$ cat config.mk
export PLATFORM = sky130hd
export DESIGN_NAME = mrnaiso_sequencer
export DESIGN_NICKNAME = d
export VERILOG_FILES = /design/src/rtl/mrnaiso_sequencer.sv
export SDC_FILE = /design/constraint.sdc
export NUM_CORES = 1
export LEC_CHECK = 0
export BUFFER_PORTS_ARGS = -buffer_cell sky130_fd_sc_hd__buf_2
export CORE_MARGIN = 3
export CORE_UTILIZATION = 40
export CTS_CLUSTER_SIZE = 25
export DETAILED_ROUTE_END_ITERATION = 8
export GPL_ROUTABILITY_DRIVEN = 0
export GPL_TIMING_DRIVEN = 0
export SYNTH_ARGS = -nofsm -noshare
export SYNTH_HDL_FRONTEND = slang
export SYNTH_SLANG_ARGS = --single-unit
$ cat constraint.sdc
create_clock -name clk -period 2.75 [get_ports clk]
set_input_delay 0.55 -clock clk [delete_from_list [all_inputs] [get_ports clk]]
set_output_delay 0.55 -clock clk [all_outputs]
set_load 0.01 [all_outputs]
$ cat src/rtl/mrnaiso_sequencer.sv
// mrnaiso_sequencer: valve sequencer for a bank of SIZE mRNA-isolation lanes.
// Runs LOAD, BEADS, LYSIS, MIX (peristaltic pump), SEP, PUSH, FLUSH, DONE.
// Each output register is loaded from the decode of the next state, so a
// state's valve pattern appears on the same edge as the state change.
module mrnaiso_sequencer #(
    parameter int SIZE = 2,
    parameter int DW   = 8,
    parameter int SW   = 8
) (
    input  logic            clk,
    input  logic            rst,
    input  logic            start,
    input  logic            abort,
    input  logic [SIZE-1:0] lane_mask,
    input  logic [DW-1:0]   dwell_len,
    input  logic [DW-1:0]   phase_len,
    input  logic [SW-1:0]   strokes,
    output logic            busy,
    output logic            done,
    output logic [SIZE-1:0] cells_in_ctrl,
    output logic [SIZE-1:0] waste_ctrl,
    output logic [SIZE-1:0] collect_ctrl,
    output logic            cells_out_ctrl,
    output logic            beads_ctrl,
    output logic            sieve_ctrl,
    output logic            lysis_in_ctrl,
    output logic            lysis_out_ctrl,
    output logic            sep_ctrl,
    output logic            push_ctrl,
    output logic [2:0]      pump,
    output logic [12:0]     flush
);

    localparam logic [3:0] S_IDLE  = 4'd0;
    localparam logic [3:0] S_LOAD  = 4'd1;
    localparam logic [3:0] S_BEADS = 4'd2;
    localparam logic [3:0] S_LYSIS = 4'd3;
    localparam logic [3:0] S_MIX   = 4'd4;
    localparam logic [3:0] S_SEP   = 4'd5;
    localparam logic [3:0] S_PUSH  = 4'd6;
    localparam logic [3:0] S_FLUSH = 4'd7;
    localparam logic [3:0] S_DONE  = 4'd8;

    localparam logic [DW-1:0] ONE_DW = DW'(1);
    localparam logic [SW-1:0] ONE_SW = SW'(1);

    logic [3:0]      state_q, state_d;
    logic [DW-1:0]   cnt_q, cnt_d;
    logic [2:0]      ph_q, ph_d;
    logic [SW-1:0]   stk_q, stk_d;
    logic [SIZE-1:0] mask_q, mask_d;
    logic [DW-1:0]   dlen_q, dlen_d;
    logic [DW-1:0]   plen_q, plen_d;
    logic [SW-1:0]   str_q, str_d;

    logic            busy_q, busy_d;
    logic            done_q, done_d;
    logic [SIZE-1:0] cells_in_q, cells_in_d;
    logic [SIZE-1:0] waste_q, waste_d;
    logic [SIZE-1:0] collect_q, collect_d;
    logic            cells_out_q, cells_out_d;
    logic            beads_q, beads_d;
    logic            sieve_q, sieve_d;
    logic            lysis_in_q, lysis_in_d;
    logic            lysis_out_q, lysis_out_d;
    logic            sep_q, sep_d;
    logic            push_q, push_d;
    logic [2:0]      pump_q, pump_d;
    logic [12:0]     flush_q, flush_d;

    logic [DW-1:0]   dwell_ld, phase_ld;

    // Zero dwell/phase lengths are promoted to one cycle before latching.
    always_comb begin
        dwell_ld = (dwell_len == '0) ? ONE_DW : dwell_len;
        phase_ld = (phase_len == '0) ? ONE_DW : phase_len;
    end

    // Next-state, counter and parameter-latch logic.
    always_comb begin
        state_d = state_q;
        cnt_d   = cnt_q;
        ph_d    = ph_q;
        stk_d   = stk_q;
        mask_d  = mask_q;
        dlen_d  = dlen_q;
        plen_d  = plen_q;
        str_d   = str_q;
        case (state_q)
            S_IDLE: begin
                if (start && (lane_mask != '0)) begin
                    state_d = S_LOAD;
                    mask_d  = lane_mask;
                    dlen_d  = dwell_ld;
                    plen_d  = phase_ld;
                    str_d   = strokes;
                    cnt_d   = dwell_ld - ONE_DW;
                end
            end
            S_LOAD, S_BEADS, S_LYSIS, S_MIX, S_SEP, S_PUSH: begin
                if (abort) begin
                    state_d = S_FLUSH;
                    cnt_d   = dlen_q - ONE_DW;
                end else if (cnt_q != '0) begin
                    cnt_d = cnt_q - ONE_DW;
                end else begin
                    cnt_d = dlen_q - ONE_DW;
                    case (state_q)
                        S_LOAD:  state_d = S_BEADS;
                        S_BEADS: state_d = S_LYSIS;
                        S_LYSIS: begin
                            if (str_q == '0) begin
                                state_d = S_SEP;
                            end else begin
                                state_d = S_MIX;
                                cnt_d   = plen_q - ONE_DW;
                                ph_d    = 3'd0;
                                stk_d   = '0;
                            end
                        end
                        S_MIX: begin
                            if (ph_q != 3'd5) begin
                                ph_d  = ph_q + 3'd1;
                                cnt_d = plen_q - ONE_DW;
                            end else if (stk_q == str_q - ONE_SW) begin
                                state_d = S_SEP;
                            end else begin
                                ph_d  = 3'd0;
                                stk_d = stk_q + ONE_SW;
                                cnt_d = plen_q - ONE_DW;
                            end
                        end
                        S_SEP:   state_d = S_PUSH;
                        default: state_d = S_FLUSH;
                    endcase
                end
            end
            S_FLUSH: begin
                if (cnt_q != '0) begin
                    cnt_d = cnt_q - ONE_DW;
                end else begin
                    state_d = S_DONE;
                end
            end
            default: state_d = S_IDLE;
        endcase
    end

    // Output decode from the next state, so outputs are registered with no lag.
    always_comb begin
        busy_d      = 1'b0;
        done_d      = 1'b0;
        cells_in_d  = '1;
        waste_d     = '1;
        collect_d   = '1;
        cells_out_d = 1'b1;
        beads_d     = 1'b1;
        sieve_d     = 1'b1;
        lysis_in_d  = 1'b1;
        lysis_out_d = 1'b1;
        sep_d       = 1'b1;
        push_d      = 1'b1;
        pump_d      = 3'b111;
        flush_d     = '0;
        case (state_d)
            S_LOAD: begin
                busy_d      = 1'b1;
                cells_in_d  = ~mask_d;
                cells_out_d = 1'b0;
            end
            S_BEADS: begin
                busy_d  = 1'b1;
                beads_d = 1'b0;
                sieve_d = 1'b0;
            end
            S_LYSIS: begin
                busy_d      = 1'b1;
                lysis_in_d  = 1'b0;
                lysis_out_d = 1'b0;
            end
            S_MIX: begin
                busy_d = 1'b1;
                case (ph_d)
                    3'd0:    pump_d = 3'b110;
                    3'd1:    pump_d = 3'b100;
                    3'd2:    pump_d = 3'b101;
                    3'd3:    pump_d = 3'b001;
                    3'd4:    pump_d = 3'b011;
                    default: pump_d = 3'b010;
                endcase
            end
            S_SEP: begin
                busy_d  = 1'b1;
                sep_d   = 1'b0;
                waste_d = ~mask_d;
            end
            S_PUSH: begin
                busy_d    = 1'b1;
                push_d    = 1'b0;
                collect_d = ~mask_d;
            end
            S_FLUSH: begin
                busy_d  = 1'b1;
                flush_d = '1;
            end
            S_DONE:  done_d = 1'b1;
            default: ;
        endcase
    end

    // State, counters and output registers with synchronous reset.
    always_ff @(posedge clk) begin
        if (rst) begin
            state_q     <= S_IDLE;
            cnt_q       <= '0;
            ph_q        <= '0;
            stk_q       <= '0;
            mask_q      <= '0;
            dlen_q      <= ONE_DW;
            plen_q      <= ONE_DW;
            str_q       <= '0;
            busy_q      <= 1'b0;
            done_q      <= 1'b0;
            cells_in_q  <= '1;
            waste_q     <= '1;
            collect_q   <= '1;
            cells_out_q <= 1'b1;
            beads_q     <= 1'b1;
            sieve_q     <= 1'b1;
            lysis_in_q  <= 1'b1;
            lysis_out_q <= 1'b1;
            sep_q       <= 1'b1;
            push_q      <= 1'b1;
            pump_q      <= 3'b111;
            flush_q     <= '0;
        end else begin
            state_q     <= state_d;
            cnt_q       <= cnt_d;
            ph_q        <= ph_d;
            stk_q       <= stk_d;
            mask_q      <= mask_d;
            dlen_q      <= dlen_d;
            plen_q      <= plen_d;
            str_q       <= str_d;
            busy_q      <= busy_d;
            done_q      <= done_d;
            cells_in_q  <= cells_in_d;
            waste_q     <= waste_d;
            collect_q   <= collect_d;
            cells_out_q <= cells_out_d;
            beads_q     <= beads_d;
            sieve_q     <= sieve_d;
            lysis_in_q  <= lysis_in_d;
            lysis_out_q <= lysis_out_d;
            sep_q       <= sep_d;
            push_q      <= push_d;
            pump_q      <= pump_d;
            flush_q     <= flush_d;
        end
    end

    assign busy           = busy_q;
    assign done           = done_q;
    assign cells_in_ctrl  = cells_in_q;
    assign waste_ctrl     = waste_q;
    assign collect_ctrl   = collect_q;
    assign cells_out_ctrl = cells_out_q;
    assign beads_ctrl     = beads_q;
    assign sieve_ctrl     = sieve_q;
    assign lysis_in_ctrl  = lysis_in_q;
    assign lysis_out_ctrl = lysis_out_q;
    assign sep_ctrl       = sep_q;
    assign push_ctrl      = push_q;
    assign pump           = pump_q;
    assign flush          = flush_q;

endmodule

# After elaboration in Yosys (flattened, before gate mapping)
# Cells that the tools add are included.
# op_classes
n_addsub	7
n_eq_ne	26
muxes	42
n_bitwise	7
reduce_logical	19
# op_table
cell	n
$mux W8	12
$sub A8 B1 Y8 const B	5
$eq A4 B3 Y1 const B	8
$pmux W8 S2	2
$logic_not A8 Y1	3
$mux W4	6
$pmux W8 S3	1
$pmux W4 S5	1
$mux W3	6
$eq A4 B2 Y1 const B	4
$pmux W3 S5	1
$mux W13	1
$pmux W4 S3	1
$ne A2 B2 Y1 const B	5
$add A8 B1 Y8 const B	1
$eq A4 B1 Y1 const B	2
$eq A8 B8 Y1	1
$mux W1	8
$reduce_bool A8 Y1	1
$reduce_or A2 Y1	4
$reduce_and A7 Y1	1
$reduce_or A7 Y1	1
$eq A3 B2 Y1 const B	2
$not A1 Y1	6
other kinds (16)	18
# word_totals
register_bits	78
out_inout_bits	31

# Logic depth before layout (Yosys ltp)
# depth
ltp_word	11
ltp_mapped	12
depth_no_buf	10

# Least setup slack after synthesis
# Ideal clock, no wire load.
# synth_path
path_kind	register -> register
from	register str_q[0]
to	register cnt_q[1]
arrival_ns	2.628
required_ns	2.664
setup_slack_ns	0.035
stages_incl_launch_ff	12
n_path_buf	2
synth_period_minus_slack_ns	2.715
path_cell_list	dfxtp_1 > buf_2 > inv_1 > ha_1 > o21bai_1 > a2111oi_0 > a311oi_2 > a211o_1 > buf_6 > o311a_4 > or2_0 > a221oi_2
# synth_via
elab_chain_len	8
elab_cells_between_ends	10
# synth_lines
item	line_no	source
start: declaration	54	logic [SW-1:0] str_q, str_d;
start signal: assignment	244	str_q <= str_d;
$sub A8 B1 Y8	125	end else if (stk_q == str_q - ONE_SW) begin
$eq A8 B8 Y1	125	
$mux W8	125	
$mux W8	122	if (ph_q != 3'd5) begin
$pmux W8 S2 (*)	108	case (state_q)
$mux W8 (*)	104	end else if (cnt_q != '0) begin
$mux W8 (*)	101	if (abort) begin
$pmux W8 S3 (*)	89	case (state_q)
end signal: assignment	238	cnt_q <= cnt_d;
end: declaration	48	logic [DW-1:0] cnt_q, cnt_d;
# Every way passes the cells marked *; elsewhere a longest branch is shown, timed or not.
# A chain may end at the register's enable or synchronous reset.

# Worst setup path after layout
# Same ends and word-level chain as after synthesis.

==> results_dict.tcl <==
set metrics [dict create \
    fmax_ghz 0.373 \
    critPathCapture "cnt_q[1]" \
    clkSinkCount 66 \
    pin_count 61 \
    ys_ff_latch 66 \
    ctsHtreeMaxLevel 3 \
    routed_wl_um 10600 \
    die-area_um2 11000 \
    end_kind "flip-flop" \
    gr-total-overflow 0 \
    crit_arrival_ps 2940 \
    postLayoutCoreUtil_pct 51.3 \
    switching_share_pct 43.6 \
    netlist_area_um2 3920 \
    crit_path_max_fanout 7 \
    drv_cap 0 \
    path_class "reg2reg" \
    peakVddDrop_mv 0.550 \
    final_common_cell "nand2_1" \
    synth_cell_type_count 71 \
    core-area_um2 9370 \
    synth_xor_xnor_area_share_pct 7.60 \
    grt_pass1_vias 3615 \
    synth.mux.area_fraction_pct 0.256 \
    regToRegEndpoint "cnt_q[1]" \
    cts_tree "done" \
    wire_per_inst_um 14.7 \
    setup-tns-final_ps 0 \
    p_int_mw 2.43 \
    synth_ff_type "dfxtp_1" \
    synth_compound_area_share_pct 21.8 \
    num_antenna_cells 0 \
    worst_setup_path_start_kind "flip-flop" \
    setup_violations 0 \
    crit_path_start "str_q[0]" \
    r2r-start "str_q[0]" \
    hold_viol_final 0 \
    worst_ep_required_time_ps 3010 \
    grt_pass1_wl_um 17600 \
    period_share_pct 97.6 \
    synth_top_family_by_area "simple AND/OR/NAND/NOR gates" \
    final_cell_mix "nand2_1, dfxtp_1, buf_2" \
    vias 3822 \
    die_y_um 105 \
    drt_first_pass_iters 5 \
    layout.nets 623 \
    ys_warn_count 0 \
    synth-edff-count 0 \
    syn_to_final_growth_pct 22.7 \
    p_leak_nw 1.93 \
    rows 35 \
    dp.final_hpwl_um 7920 \
    synth_fa_ha_area_share_pct 2.88 \
    die_x_um 105 \
    drcViolationCount 0 \
    fin_skew_ps 12.4 \
    hold_class "in2reg" \
    drt-initial-drc-count 245 \
    dp_worst_setup_slack_ps -349 \
    numCtsBuffers 9 \
    fin_crit_ps 2680 \
    clk_latency_ps 340 \
    viasPerCell 5.33 \
    seq_area_frac_synth_pct 33.7 \
    initial_utilization_pct 41.8 \
    antenna_found_initial 0 \
    drive_gt1_share_pct 24.0 \
    r2r_cells 11 \
    cts-root-buf "clkbuf_8" \
    seqPwrFrac_pct 29.8 \
    path_clk_slew_ps 80 \
    cts_buffer_depth 2 \
    finalMaxSlewViolations 0 \
    ant_nets 0 \
    grt_usage_pct 19.3 \
    reg2reg_setup_slack_ps 70 \
    fin_ws_ps 66.9 \
    status "finished, final reports clean" \
    hold_ws_ps 438 \
    synth-simple-area-share_pct 26.6 \
    p_per_area_nw_per_um2 896 \
    numPortBuffers 59 \
    worst_slew_pin_slew_ps 892 \
    synth_nets 542 \
    avgSynthCellArea_um2 7.79 \
    synthCells 503 \
    synthArstFlopShare_pct 0 \
    relSlewSlack_pct 40.1 \
    p_comb_share_pct 51.4 \
    p_switching_mw 1.88 \
    grt_max_degree 14 \
    clockPowerShare_pct 18.8 \
]
==> critical path, cell delays in order (launching register included) <==
cell	delay, ps
dfxtp_2	330
buf_6	100
inv_2	50
ha_4	170
nor2b_1	120
or3_1	320
a31o_4	230
a211o_1	280
buf_6	140
o311a_4	390
or2_1	250
a221oi_2	210
==> stage by stage <==
stage | power (mW) | area [µm²] | cells
after floorplan | 2.75 | 3920 | 503
after global placement | 3.21 | 4370 | 691
after detailed placement | 3.25 | 4370 | 691
after CTS | 4.15 | 4660 | 708
after global routing | 4.63 | 4800 | 717
final | 4.31 | 4800 | 717
==> kinds of logic (layout without fill, tap and decap cells) <==
group,after synthesis,count (layout)
simple gates,218,218
flops,66,66
mux,1,1
compound gates,119,119
xor+xnor,34,34
fa+ha+maj,9,9
buf+inv,56,141
==> power groups by stage <==
| stage | clock, mW | combinational [mW] | sequential (mW) |
|---|---|---|---|
| after floorplan | 0 | 1.47 | 1.28 |
| after detailed placement | 0 | 1.95 | 1.30 |
| final | 0.811 | 2.21 | 1.28 |
| after CTS | 0.824 | 2.04 | 1.28 |
| after global placement | 0 | 1.92 | 1.29 |
| after global routing | 0.867 | 2.45 | 1.31 |
==> registers in the layout, summed over array words and instances, names as in the netlist, 2 cells and up <==
| name | cells |
|---|---|
| waste_ctrl | 2 |
| plen_q | 8 |
| state_q | 4 |
| dlen_q | 8 |
| collect_ctrl | 2 |
| cnt_q | 8 |
| ph_q | 3 |
| pump | 3 |
| cells_in_ctrl | 2 |
| stk_q | 8 |
| mask_q | 2 |
| str_q | 8 |
==> worst min path at each step <==
stage               startpoint         to  slack [ps]  cells after the start
floorplan            plen_q[7]  plen_q[7]         450                      2
global placement     dlen_q[7]  dlen_q[7]         460                      2
detailed placement   plen_q[3]  plen_q[3]         470                      2
CTS                 strokes[7]   str_q[7]         430                      3
global route        strokes[3]   str_q[3]         440                      3
finish              strokes[7]   str_q[7]         440                      3
==> per-layer routing <==
metal | vias to the layer above | track usage (%) | routed length (µm)
met4 | 0 | 5.72 | 136
li1 | 1926 | - | -
met1 | 1780 | 25.8 | 4840
met2 | 106 | 32.1 | 5020
met3 | 10 | 3.03 | 559
met5 | - | 0 | 0
==> synthesized netlist by cell type, types with 7 or more instances <==
master	number	area, µm²
a21oi_1	43	215
buf_4	15	113
clkbuf_1	17	63.8
dfxtp_1	66	1320
ha_1	9	113
inv_1	21	78.8
nand2_1	78	293
nand2b_1	7	43.8
nand3_1	13	65.1
nor2_1	57	214
nor3_1	16	80.1
o21ai_0	14	70.1
o221ai_1	7	61.3
or3_1	8	50.1
xnor2_1	16	140
xor2_1	18	158
==> final cells by class <==
type / count / area [µm²]
Buffer: 35 / 208
Clock buffer: 9 / 124
Clock inverter: 6 / 68.8
Fill cell: 933 / 4570
Inverter: 21 / 78.8
Multi-Input combinational cell: 381 / 2460
Sequential cell: 66 / 1330
Tap cell: 129 / 161
Timing Repair Buffer: 70 / 378
==> repair_timing <==
action,in CTS,in global routing
pin swaps,3,9
gates cloned,0,0
resized for setup,19,17
hold endpoints to repair,0,0
setup endpoints to repair,29,28
hold buffers,0,0
buffers inserted,2,9
No activity file was read; power rests on OpenSTA's default activity.
